`src/rtl/debounce_pulse_if.sv`:
```
// Signal bundle between a raw button source and the debounce_pulse conditioner.
// The source drives btn_in; the conditioner returns the clean level, edge strobes and busy.
interface debounce_pulse_if;
  logic btn_in;
  logic btn_level;
  logic rise_pulse;
  logic fall_pulse;
  logic busy;

  modport master (
    output btn_in,
    input  btn_level,
    input  rise_pulse,
    input  fall_pulse,
    input  busy
  );

  modport slave (
    input  btn_in,
    output btn_level,
    output rise_pulse,
    output fall_pulse,
    output busy
  );
endinterface

```
`src/rtl/debounce_pulse.sv`:
```
// Button/switch conditioner: 2-flop synchronizer, stability-count FSM and registered
// level plus single-cycle rise/fall strobes.
module debounce_pulse #(
  parameter int CNT_W      = 16,
  parameter int STABLE_CNT = 50000
) (
  input  logic            clk,
  input  logic            reset,
  debounce_pulse_if.slave bus
);

  typedef enum logic [1:0] {
    IDLE_LOW  = 2'd0,
    WAIT_HIGH = 2'd1,
    IDLE_HIGH = 2'd2,
    WAIT_LOW  = 2'd3
  } state_t;

  localparam logic [CNT_W-1:0] CNT_LAST = CNT_W'(STABLE_CNT - 1);

  logic             sync_p0;
  logic             sync_p1;
  state_t           state_p2;
  state_t           state_nx;
  logic [CNT_W-1:0] cnt_p2;
  logic [CNT_W-1:0] cnt_nx;
  logic             level_p2;
  logic             level_nx;
  logic             rise_p2;
  logic             rise_nx;
  logic             fall_p2;
  logic             fall_nx;

  // Stage p0/p1: synchronizer; stage p2: FSM state, counter and output registers
  always_ff @(posedge clk) begin
    if (reset) begin
      sync_p0  <= 1'b0;
      sync_p1  <= 1'b0;
      state_p2 <= IDLE_LOW;
      cnt_p2   <= '0;
      level_p2 <= 1'b0;
      rise_p2  <= 1'b0;
      fall_p2  <= 1'b0;
    end else begin
      sync_p0  <= bus.btn_in;
      sync_p1  <= sync_p0;
      state_p2 <= state_nx;
      cnt_p2   <= cnt_nx;
      level_p2 <= level_nx;
      rise_p2  <= rise_nx;
      fall_p2  <= fall_nx;
    end
  end

  // A reversal while waiting drops back to the idle state of the current level,
  // so every candidate edge is qualified from a fresh count.
  always_comb begin
    state_nx = state_p2;
    cnt_nx   = cnt_p2;
    level_nx = level_p2;
    rise_nx  = 1'b0;
    fall_nx  = 1'b0;
    case (state_p2)
      IDLE_LOW: begin
        if (sync_p1) begin
          state_nx = WAIT_HIGH;
          cnt_nx   = '0;
        end
      end
      WAIT_HIGH: begin
        if (!sync_p1) begin
          state_nx = IDLE_LOW;
          cnt_nx   = '0;
        end else if (cnt_p2 == CNT_LAST) begin
          state_nx = IDLE_HIGH;
          cnt_nx   = '0;
          level_nx = 1'b1;
          rise_nx  = 1'b1;
        end else begin
          cnt_nx = cnt_p2 + CNT_W'(1);
        end
      end
      IDLE_HIGH: begin
        if (!sync_p1) begin
          state_nx = WAIT_LOW;
          cnt_nx   = '0;
        end
      end
      WAIT_LOW: begin
        if (sync_p1) begin
          state_nx = IDLE_HIGH;
          cnt_nx   = '0;
        end else if (cnt_p2 == CNT_LAST) begin
          state_nx = IDLE_LOW;
          cnt_nx   = '0;
          level_nx = 1'b0;
          fall_nx  = 1'b1;
        end else begin
          cnt_nx = cnt_p2 + CNT_W'(1);
        end
      end
      default: begin
        state_nx = IDLE_LOW;
        cnt_nx   = '0;
      end
    endcase
  end

  assign bus.btn_level  = level_p2;
  assign bus.rise_pulse = rise_p2;
  assign bus.fall_pulse = fall_p2;
  assign bus.busy       = (state_p2 == WAIT_HIGH) | (state_p2 == WAIT_LOW);

endmodule
```
`src/flat_wrapper.sv`:
```
// flat-port wrapper written by rule: the top's interface ports become plain ports
module debounce_pulse_flat 
#(
  parameter int CNT_W      = 16,
  parameter int STABLE_CNT = 50000
)
  (clk, reset, bus_btn_in, bus_btn_level, bus_rise_pulse, bus_fall_pulse, bus_busy);
  debounce_pulse_if bus_i ();
  input  logic clk;
  input  logic reset;
  input wire logic [$bits(bus_i.btn_in)-1:0] bus_btn_in;
  output wire logic [$bits(bus_i.btn_level)-1:0] bus_btn_level;
  output wire logic [$bits(bus_i.rise_pulse)-1:0] bus_rise_pulse;
  output wire logic [$bits(bus_i.fall_pulse)-1:0] bus_fall_pulse;
  output wire logic [$bits(bus_i.busy)-1:0] bus_busy;
  assign bus_i.btn_in = bus_btn_in;
  assign bus_btn_level = bus_i.btn_level;
  assign bus_rise_pulse = bus_i.rise_pulse;
  assign bus_fall_pulse = bus_i.fall_pulse;
  assign bus_busy = bus_i.busy;
  debounce_pulse #(.CNT_W(CNT_W), .STABLE_CNT(STABLE_CNT)) u_core (.clk(clk), .reset(reset), .bus(bus_i));
endmodule
```
`config.mk`:
```
export PLATFORM = sky130hd
export DESIGN_NAME = debounce_pulse_flat
export DESIGN_NICKNAME = d
export VERILOG_FILES = /design/src/rtl/debounce_pulse_if.sv /design/src/rtl/debounce_pulse.sv /design/src/flat_wrapper.sv
export SDC_FILE = /design/constraint.sdc
export NUM_CORES = 1
export LEC_CHECK = 0
export CORE_ASPECT_RATIO = 0.5
export CORE_MARGIN = 3
export CORE_UTILIZATION = 40
export CTS_CLUSTER_DIAMETER = 80
export CTS_CLUSTER_SIZE = 30
export DETAILED_ROUTE_END_ITERATION = 7
export MAX_ROUTING_LAYER = met4
export SYNTH_ARGS = -nofsm -noshare
export SYNTH_HDL_FRONTEND = slang
export SYNTH_SLANG_ARGS = --single-unit
```
`constraint.sdc`:
```
create_clock -name clk -period 5.5 [get_ports clk]
set_input_delay 0.55 -clock clk [delete_from_list [all_inputs] [get_ports clk]]
set_output_delay 0.55 -clock clk [all_outputs]
set_load 0.02 [all_outputs]
```
==> PnR_summary.wiki <==
{| class="wikitable"
! Metric !! Value
|-
| Launch instance of the worst register-to-register path || u_core.cnt_p2[9]$_SDFFE_PP0P_
|-
| Pin count of the biggest net entering global routing || 26
|-
| Static Leak || ~0.38 nW
|-
| Post-route clock skew || 7.47 ps
|-
| List of most frequent post-synthesis cells || dfxtp_1, a31oi_1, nand4_1
|-
| TritonCTS clock tree || done
|-
| Cell count after synthesis || 138
|-
| Cells taking the most area after synthesis || dfxtp_1, a31oi_1, nand4_1, and4_1, nand3_1
|-
| Area leader, netlist || dfxtp_1
|-
| Crit-path slowest cell || nor3_2
|-
| Count of input and output buffers || 6
|-
| Horizontal extent of the die || 82.9 µm
|-
| Diode count || 0
|-
| Number of clock buffers inserted by TritonCTS || 3
|-
| Filler Cell Count || 281
|-
| CP max FO || 21
|-
| Pwr Density || 229 nW/µm²
|-
| Category of the most critical setup path || in -> reg
|-
| Syn avg cell area || 8.57 µm²
|-
| Slew at the pin closest to its max-slew limit || 1110 ps
|-
| Post-synthesis sequential area ratio || between 30% and 40%
|-
| Row cnt || 13
|-
| Vias after detailed routing || 1066
|-
| Yosys warns || 0
|-
| Post-Route WL || around 2600 µm
|-
| Maximum number of buffers from clock root to sink || 2
|-
| Area inside the core boundary || ~2700 µm²
|-
| RSZ-0062 raised after global routing || no
|-
| Setup Total Neg Slack || 0 ps
|-
| Hold slack final || 449 ps
|-
| Final Max Slew Viols || 0
|-
| Length of the first detailed-routing pass in iterations || 4
|-
| Primary flip-flop cell chosen by synthesis mapping || dfxtp_1
|-
| Share of final-layout standard cells stronger than drive strength 1 || 5.15%
|-
| CP delay by family, top || simple AND/OR/NAND/NOR gates
|-
| Sort of element at the end of the critical path || flip-flop
|-
| Resize count post-CTS || 0
|-
| First-pass GRT wire length || about 4500 µm
|-
| Top cell type's share of synthesized area || around 40%
|-
| Critical Path AT || 2780 ps
|-
| Number of DRC markers after the initial detailed-route iteration || 70
|-
| Status || finished clean
|-
| Hold buffers post-CTS || 0
|-
| Minimum period implied by the final worst setup slack || 2580 ps
|-
| Clock slew at reported path FFs || 80 ps
|-
| Cell area reported after detailed placement || 1230 µm²
|-
| Post-synth EDFFs || 0
|-
| Effective utilization at floorplan || 43.8%
|-
| Post-synth net total || 142
|-
| Final instance count without filler cells || 173
|-
| Maximum Capacitance Violations || 0
|-
| Post-synthesis cell area || 1180 µm²
|-
| Final worst-path cycle share || between 40% and 50%
|-
| Signed area change from the synthesized netlist to the final layout || 8.15%
|-
| Total number of H-tree levels || 1
|-
| Sinks on Clock Net || 23
|-
| Flops & latches, synth || 23
|-
| Clock root buffer || clkbuf_8
|-
| Total routing usage reported by global routing || about 16%
|-
| Fraction of registers with async set/reset || 0%
|-
| Count of boundary I/O pins || 7
|-
| Hold Violations, Final || 0
|-
| Most common cell in the synthesized netlist || dfxtp_1
|-
| GRT overflow || 0
|-
| Headroom to the max-slew limit || 25.4%
|-
| Number of antenna violations at the first check in global routing || 0
|-
| Maximum vdd drop || 0.0814 mV
|-
| Number of unique standard cell types used by synthesis || 37
|-
| Vias per cell || 6.16
|-
| Startpoint of the most critical hold path || u_core.sync_p0$_SDFF_PP0_
|-
| Detailed Place HPWL || between 1500 and 2000 µm
|-
| Total setup violations reported at the end of the flow || 0
|-
| Maximum clock frequency || a little under 0.4 GHz
|-
| Height of the chip || ~44 µm
|-
| Die Outline Area || 3680 µm²
|-
| Vias in the first global route || 919
|-
| Detailed-route DRC error count || 0
|-
| Post-CTS setup buffer count || 0
|-
| Routed length per placed instance || 15.2 µm
|-
| Max stage delay on crit path || between 900 and 1000 ps
|-
| Final Instance Area || roughly 1300 µm²
|-
| Cell count after placement || 169
|-
| Buffers plus inverters on the worst setup path || 1
|-
| Clk_lat worst skew || 270 ps
|-
| Worst path cell trace || clkdlybuf4s50_1 > nor3_2 > or3b_1 > a31oi_1
|-
| Crit. Startpoint || reset
|-
| Type of the tightest min-delay check || reg -> reg
|-
| Critical Path Start Type || input port
|-
| Count of nets left with antenna violations after detail routing || 0
|-
| Required time of the worst setup path || ~5700 ps
|-
| Number of nets in the final layout || about 140
|-
| Total power draw || between 0.2 and 0.3 mW
|-
| Weighted congestion at the end of routability-driven global placement || about 0.83
|}
[report_power, final]
part / internal (mW) / switching [mW] / total [mW] / leakage (nW)
Combinational: 0.00538 / 0.00804 / 0.0134 / 0.167
Clock: 0.0507 / 0.0593 / 0.110 / 0.0255
Sequential: 0.168 / 0.00188 / 0.170 / 0.186
[layout by cell type, fill, tap and decap left out]
cell,instances
nand3_1,7
xnor2_1,1
a32oi_1,1
a41oi_1,3
and4_2,1
clkdlybuf4s50_1,6
clkbuf_8,3
or4b_1,1
or3_1,1
clkinv_2,1
and4_4,1
dfxtp_1,23
o21ai_0,5
a31oi_1,18
nand4_1,9
a21oi_1,3
nor2_1,3
nor3_2,1
or3b_1,2
inv_1,5
mux2i_1,1
and3_1,4
xor2_1,2
a211oi_1,1
nor4_1,2
nor4b_1,2
nor2b_1,2
nand3b_1,3
ha_1,1
nor4bb_1,1
o22ai_1,2
nand2_1,8
and4bb_1,1
o211ai_1,4
nor3_1,3
and4_1,4
[sequential cells by signal, summed over array words and instances (netlist names), named ones only]
name / count
u_core.bus.btn_level: 1
u_core.bus.rise_pulse: 1
u_core.cnt_p2: 16
u_core.sync_p1: 1
u_core.bus.fall_pulse: 1
u_core.sync_p0: 1
u_core.state_p2: 1
[path summary, 6_finish.rpt]
kind | end | slack (ps) | depth (start not counted)
setup / recovery | u_core.cnt_p2[12]$_SDFFE_PP0P_ | 2920 | 4
hold / removal | u_core.sync_p1$_SDFF_PP0_ | 450 | 1
setup reg to reg | u_core.bus.btn_level$_SDFFE_PP0P_ | 3070 | 4
hold reg to reg | u_core.sync_p1$_SDFF_PP0_ | 450 | 1
[per-layer routing]
layer	vias to the layer above	GRT usage [%]	wire (µm)
li1	535	-	-
met3	4	5.76	106
met2	12	21.3	1050
met4	0	2.93	18
met5	-	-	0
met1	515	22.4	1450
[logic make-up after synthesis]
kind of cell / after synthesis / synth area share (%)
simple gates: 56 / 30.1
compound gates: 37 / 20.1
flops: 23 / 38.9
buf+inv: 17 / 6.77
xor+xnor: 3 / 2.22
mux: 1 / 0.847
fa+ha+maj: 1 / 1.06
[area by class of cell]
cell class | count | area [µm²] | share of cell area [%]
well taps | 37 | 46.3 | 3.62
clock buffers | 3 | 41.3 | 3.23
flip-flops and latches | 23 | 460 | 36.0
clock inverters | 1 | 5.00 | 0.391
repair buffers | 6 | 60.1 | 4.70
inverters | 5 | 18.8 | 1.47
multi-input cells | 98 | 647 | 50.6
[metrics by stage]
stage	util (%)	setup slack (ps)
finish	47.4	2920
global route	47.4	2760
CTS	47.4	2920
detailed placement	45.6	2630
global placement	45.6	2700
floorplan	-	3780
Power figures use the tool's default switching activity.
